**src/rtl/xif_timer.sv**
```systemverilog
// rtl/xif_timer.sv - memory-mapped periodic/one-shot timer with prescaler and level irq on the xif split bus
module xif_timer #(
    parameter logic [31:0] BASE_ADDR    = 32'h80001000,
    parameter logic [31:0] RESET_PERIOD = 32'hFFFFFFFF
) (
    input  logic        clk_i,
    input  logic        rstn_i,
    input  logic        bus_req_i,
    input  logic        bus_we_i,
    input  logic [31:0] bus_addr_bi,
    input  logic [3:0]  bus_be_bi,
    input  logic [31:0] bus_wdata_bi,
    output logic        bus_ack_o,
    output logic        bus_resp_o,
    output logic [31:0] bus_rdata_bo,
    output logic        irq_o
);

    localparam logic [2:0] IDX_CTRL   = 3'd0;
    localparam logic [2:0] IDX_PERIOD = 3'd1;
    localparam logic [2:0] IDX_COUNT  = 3'd2;
    localparam logic [2:0] IDX_STATUS = 3'd3;
    localparam logic [2:0] IDX_PRESC  = 3'd4;

    logic [2:0]  ctrl_q;
    logic [31:0] period_q;
    logic [31:0] count_q;
    logic        pend_q;
    logic [31:0] presc_q;
    logic [31:0] presc_cnt_q;
    logic        resp_q;
    logic [31:0] rdata_q;
    logic        irq_q;

    logic        hit;
    logic        wr;
    logic        rd;
    logic [2:0]  idx;
    logic        tick;
    logic        match;
    logic [31:0] count_upd;
    logic [31:0] rd_val;
    logic        unused_addr;

    assign hit         = (bus_addr_bi[31:5] == BASE_ADDR[31:5]);
    assign bus_ack_o   = bus_req_i & hit;
    assign wr          = bus_ack_o & bus_we_i;
    assign rd          = bus_ack_o & ~bus_we_i;
    assign idx         = bus_addr_bi[4:2];
    assign unused_addr = ^bus_addr_bi[1:0];

    assign tick      = ctrl_q[0] && (presc_cnt_q == presc_q);
    assign match     = tick && (count_q == period_q);
    assign count_upd = !tick ? count_q : (match ? 32'd0 : count_q + 32'd1);

    function automatic logic [31:0] merge(input logic [31:0] old_v,
                                          input logic [31:0] new_v,
                                          input logic [3:0]  be);
        logic [31:0] res;
        res = old_v;
        for (int i = 0; i < 4; i++) begin
            if (be[i]) res[8*i +: 8] = new_v[8*i +: 8];
        end
        return res;
    endfunction

    always_comb begin
        rd_val = 32'd0;
        case (idx)
            IDX_CTRL:   rd_val = {29'd0, ctrl_q};
            IDX_PERIOD: rd_val = period_q;
            IDX_COUNT:  rd_val = count_q;
            IDX_STATUS: rd_val = {31'd0, pend_q};
            IDX_PRESC:  rd_val = presc_q;
            default:    rd_val = 32'd0;
        endcase
    end

    always_ff @(posedge clk_i) begin
        if (!rstn_i) begin
            ctrl_q      <= 3'd0;
            period_q    <= RESET_PERIOD;
            count_q     <= 32'd0;
            pend_q      <= 1'b0;
            presc_q     <= 32'd0;
            presc_cnt_q <= 32'd0;
            resp_q      <= 1'b0;
            rdata_q     <= 32'd0;
            irq_q       <= 1'b0;
        end else begin
            // Reads capture register state before this edge's counter update.
            resp_q  <= rd;
            rdata_q <= rd ? rd_val : 32'd0;
            irq_q   <= pend_q & ctrl_q[1];

            if (ctrl_q[0]) presc_cnt_q <= tick ? 32'd0 : presc_cnt_q + 32'd1;
            count_q <= count_upd;
            if (match) begin
                pend_q <= 1'b1;
                if (ctrl_q[2]) ctrl_q[0] <= 1'b0;
            end

            // Bus writes are applied last so they override same-edge counter effects.
            if (wr) begin
                case (idx)
                    IDX_CTRL: if (bus_be_bi[0]) begin
                        ctrl_q <= bus_wdata_bi[2:0];
                        if (!bus_wdata_bi[0]) presc_cnt_q <= 32'd0;
                    end
                    IDX_PERIOD: period_q <= merge(period_q, bus_wdata_bi, bus_be_bi);
                    IDX_COUNT:  count_q  <= merge(count_upd, bus_wdata_bi, bus_be_bi);
                    IDX_STATUS: if (bus_be_bi[0] && bus_wdata_bi[0] && !match) pend_q <= 1'b0;
                    IDX_PRESC:  presc_q  <= merge(presc_q, bus_wdata_bi, bus_be_bi);
                    default: ;
                endcase
            end
        end
    end

    assign bus_resp_o   = resp_q;
    assign bus_rdata_bo = rdata_q;
    assign irq_o        = irq_q;

endmodule

```
**config.mk**
```make
export PLATFORM = sky130hd
export DESIGN_NAME = xif_timer
export DESIGN_NICKNAME = d
export VERILOG_FILES = /design/src/rtl/xif_timer.sv
export SDC_FILE = /design/constraint.sdc
export NUM_CORES = 1
export LEC_CHECK = 0
export CORE_UTILIZATION = 38
export CTS_CLUSTER_DIAMETER = 150
export DETAILED_ROUTE_END_ITERATION = 8
export PLACE_DENSITY_LB_ADDON = 0.3
export SYNTH_ARGS = -nofsm -noshare
export SYNTH_HDL_FRONTEND = slang
export SYNTH_SLANG_ARGS = --single-unit
```
**constraint.sdc**
```tcl
create_clock -name clk_i -period 2.8 [get_ports clk_i]
set_input_delay 0.56 -clock clk_i [delete_from_list [all_inputs] [get_ports clk_i]]
set_output_delay 0.56 -clock clk_i [all_outputs]
set_load 0.01 [all_outputs]
```
==> impl_metrics.csv <==
group,metric,value,unit
clock_tree,htreeDepth,4,
setup_path,crit_path_end_kind,"flop",
setup_path,crit_fanout,13,
placement,io_buffers,104,
drt,detailroute.via_count,7507,
synthesis,synth_area_per_cell,8.00,um^2
timing,worst_slack,0.154,ns
worst_hold_path,hold_path.class,"reg -> reg",
drt,wl,24000,um
timing,tightest_slew,1.05,ns
timing,min_period,2.65,ns
synthesis,netlist_instances,1014,
flow_run,cap_violations,0,
timing,setup_viol,0,
worst_hold_path,min_from,"presc_q[2]",
clock_tree,clockBufferDepth,2,
global_routing,grt.overflow.total,0,
layout,area_growth,26.7,%
layout,post-route-util,49.1,%
timing,hold_viol,0,
synthesis,yosysSeqAreaShare,41.0,%
drt,drt_drc_violations_left,0,
clock_tree,cts.sinks,166,
power,ir_drop,0.000390,V
clock_tree,postCtsSetupBuffers,0,
outcome,outcome,"finished clean",
drt,avgViaCountPerCell,5.34,
layout,layout.nets,1192,
synthesis,synth.distinct_cells,49,
timing,rsz0062_at_grt,"false",
floorplan,initial_core_util,38.7,%
floorplan,ioPinCount,107,
drt,wl_per_cell,17.0,um
synthesis,synth_ff_type,"dfxtp_1",
setup_path,startpoint_type,"flop",
clock_tree,numCtsBuffers,17,
floorplan,die_width,148,um
placement,gp_congestion,0.907,
global_routing,grt_use_total,22.2,%
floorplan,die-area,21900,um^2
setup_path,cp.arrival,2.96,ns
timing,slew_viol_final,0,
synthesis,yosysWarnings,0,
floorplan,core_region_area,21000,um^2
placement,dpl.hpwl,18300,um
timing,clock_skew,0.00918,ns
power,power_density,495,nW/um^2
setup_path,worst-r2r-cell-count,7,
drt,drt-pass1-iter-count,6,
layout,layout_common_cells,"173 x nand2_1, 166 x dfxtp_1, 117 x nor2_1, 103 x clkdlybuf4s50_1, 84 x xnor2_1",
synthesis,synthesis.area,8110,um^2
floorplan,die_height,148,um
drt,dr.first_iter.drc_count,688,
synthesis,ys_ff_latch,166,
power,p_leak,0.00371,uW
layout,diodes,0,
placement,place_inst,1374,
placement,pre_cts_slack,-0.0751,ns
timing,timing.setup.tns,0,ns
setup_path,rr_startpoint,"presc_q[22]",
layout,final_common_cell,"nand2_1",
synthesis,synth-async-reset-ratio,0,%
timing,max_freq,378,MHz
worst_hold_path,min_path_cells,2,
timing,relSlewSlack,29.7,%
synthesis,synth_edf_count,0,
synthesis,syn-num-nets,1088,
layout,fin_cells,1406,
clock_tree,cts_tree,"done",
clock_tree,clk_pin_slew_worst_paths,0.06,ns
setup_path,startpoint,"presc_q[22]",
floorplan,rows,53,
global_routing,grt_pass1_wl,37500,um
global_routing,antenna_found_initial,0,
timing,min_period_over_period,94.5,%
drt,drtAntennaViolNets,0,
clock_tree,worst_skew_pair.late_latency,0.43,ns
global_routing,grt_max_degree,43,
layout,drive_gt1_share,8.93,%
setup_path,required,3.11,ns
global_routing,grt_pass1_vias,6858,
setup_path,critPathKind,"reg -> reg",
clock_tree,root_buffer,"clkbuf_16",
-- critical path, cell delays in order, from the launching register on --
cell and delay (ns):
dfxtp_1 0.37, xor2_1 0.20, or4_4 0.56, nor4_4 0.33
nand4_4 0.33, nor4_1 0.48, xnor2_1 0.18, o21ai_1 0.07
-- timing repair --
item,4_1_cts,5_1_grt
hold buffers,0,0
gates resized for setup,0,5
endpoints found under the setup margin,0,1
-- through the flow --
stage / hold WS [ns] / area, um^2 / total power (uW)
after floorplan: 0.456 / 8110 / 2510
after global placement: 0.474 / 9640 / 2690
after detailed placement: 0.483 / 9640 / 2690
after CTS: 0.491 / 10300 / 5090
after global routing: 0.513 / 10300 / 5220
final: 0.491 / 10300 / 5090
-- final timing paths --
path,endpoint,slack [ns]
max,count_q[21],0.15
min,presc_q[2],0.49
max reg2reg,count_q[21],0.15
min reg2reg,presc_q[2],0.49
-- synth_stat cells, types with 3 or more instances --
master	count	area share [%]
a21oi_1	76	4.7
buf_2	5	0.31
nand2b_1	4	0.31
mux2i_1	6	0.74
a22oi_1	29	2.7
and2_1	8	0.62
xor2_1	41	4.4
nor4b_1	3	0.32
nor3b_1	3	0.28
nand4_1	40	3.1
clkbuf_1	50	2.3
nor3_1	11	0.68
nand3_1	64	3.9
and4_1	8	0.86
o21ai_1	15	0.93
nor2_1	117	5.4
a22o_1	8	0.86
nor4_1	15	1.2
nor3_2	9	1.1
dfxtp_1	166	41
and3_1	22	1.7
buf_1	3	0.14
inv_1	10	0.46
nand2_1	173	8.0
o21ai_0	11	0.68
nor2b_1	4	0.31
xnor2_1	84	9.1
-- state kept, by name (all words and copies together), names as in the netlist --
signal,cells
presc_q,32
bus_resp_o,1
presc_cnt_q,32
count_q,32
ctrl_q,3
irq_o,1
bus_rdata_bo,32
period_q,32
pend_q,1
-- cell families (layout without fill, tap and decap cells) --
group,Yosys count,in the layout,share of synthesized area (%)
XOR/XNOR,125,125,13.5
multiplexers,6,6,0.741
adder cells (fa/ha/maj),2,2,0.308
flip-flops,166,166,41.0
buffers and inverters,70,187,3.46
AND/OR/NAND/NOR,497,497,30.3
AO/OA/AOI/OAI,148,148,10.8
-- report_power, final --
part | switching [uW] | internal (uW)
sequential | 0.000000477 | 2360
combinational | 149 | 138
clock | 1010 | 1430
-- per-layer routing --
metal / global-route usage [%] / share of wire, % / vias up
met5: 0 / 0 / -
met4: 9.12 / 3.2 / 0
met3: 3.22 / 7.0 / 44
met2: 34.5 / 45 / 292
met1: 30.9 / 45 / 3484
li1: - / - / 3687
-- layout make-up --
cell class                 instances  area, um^2
clock buffer                      18         439
clock inverter                    14         174
fill                            2051       10700
inverter                          10        37.5
multi-input combinational        778        4550
sequential                       166        3320
tap                              275         344
timing repair buffer             145        1410
Note: power is estimated with default switching activity, not from simulation.
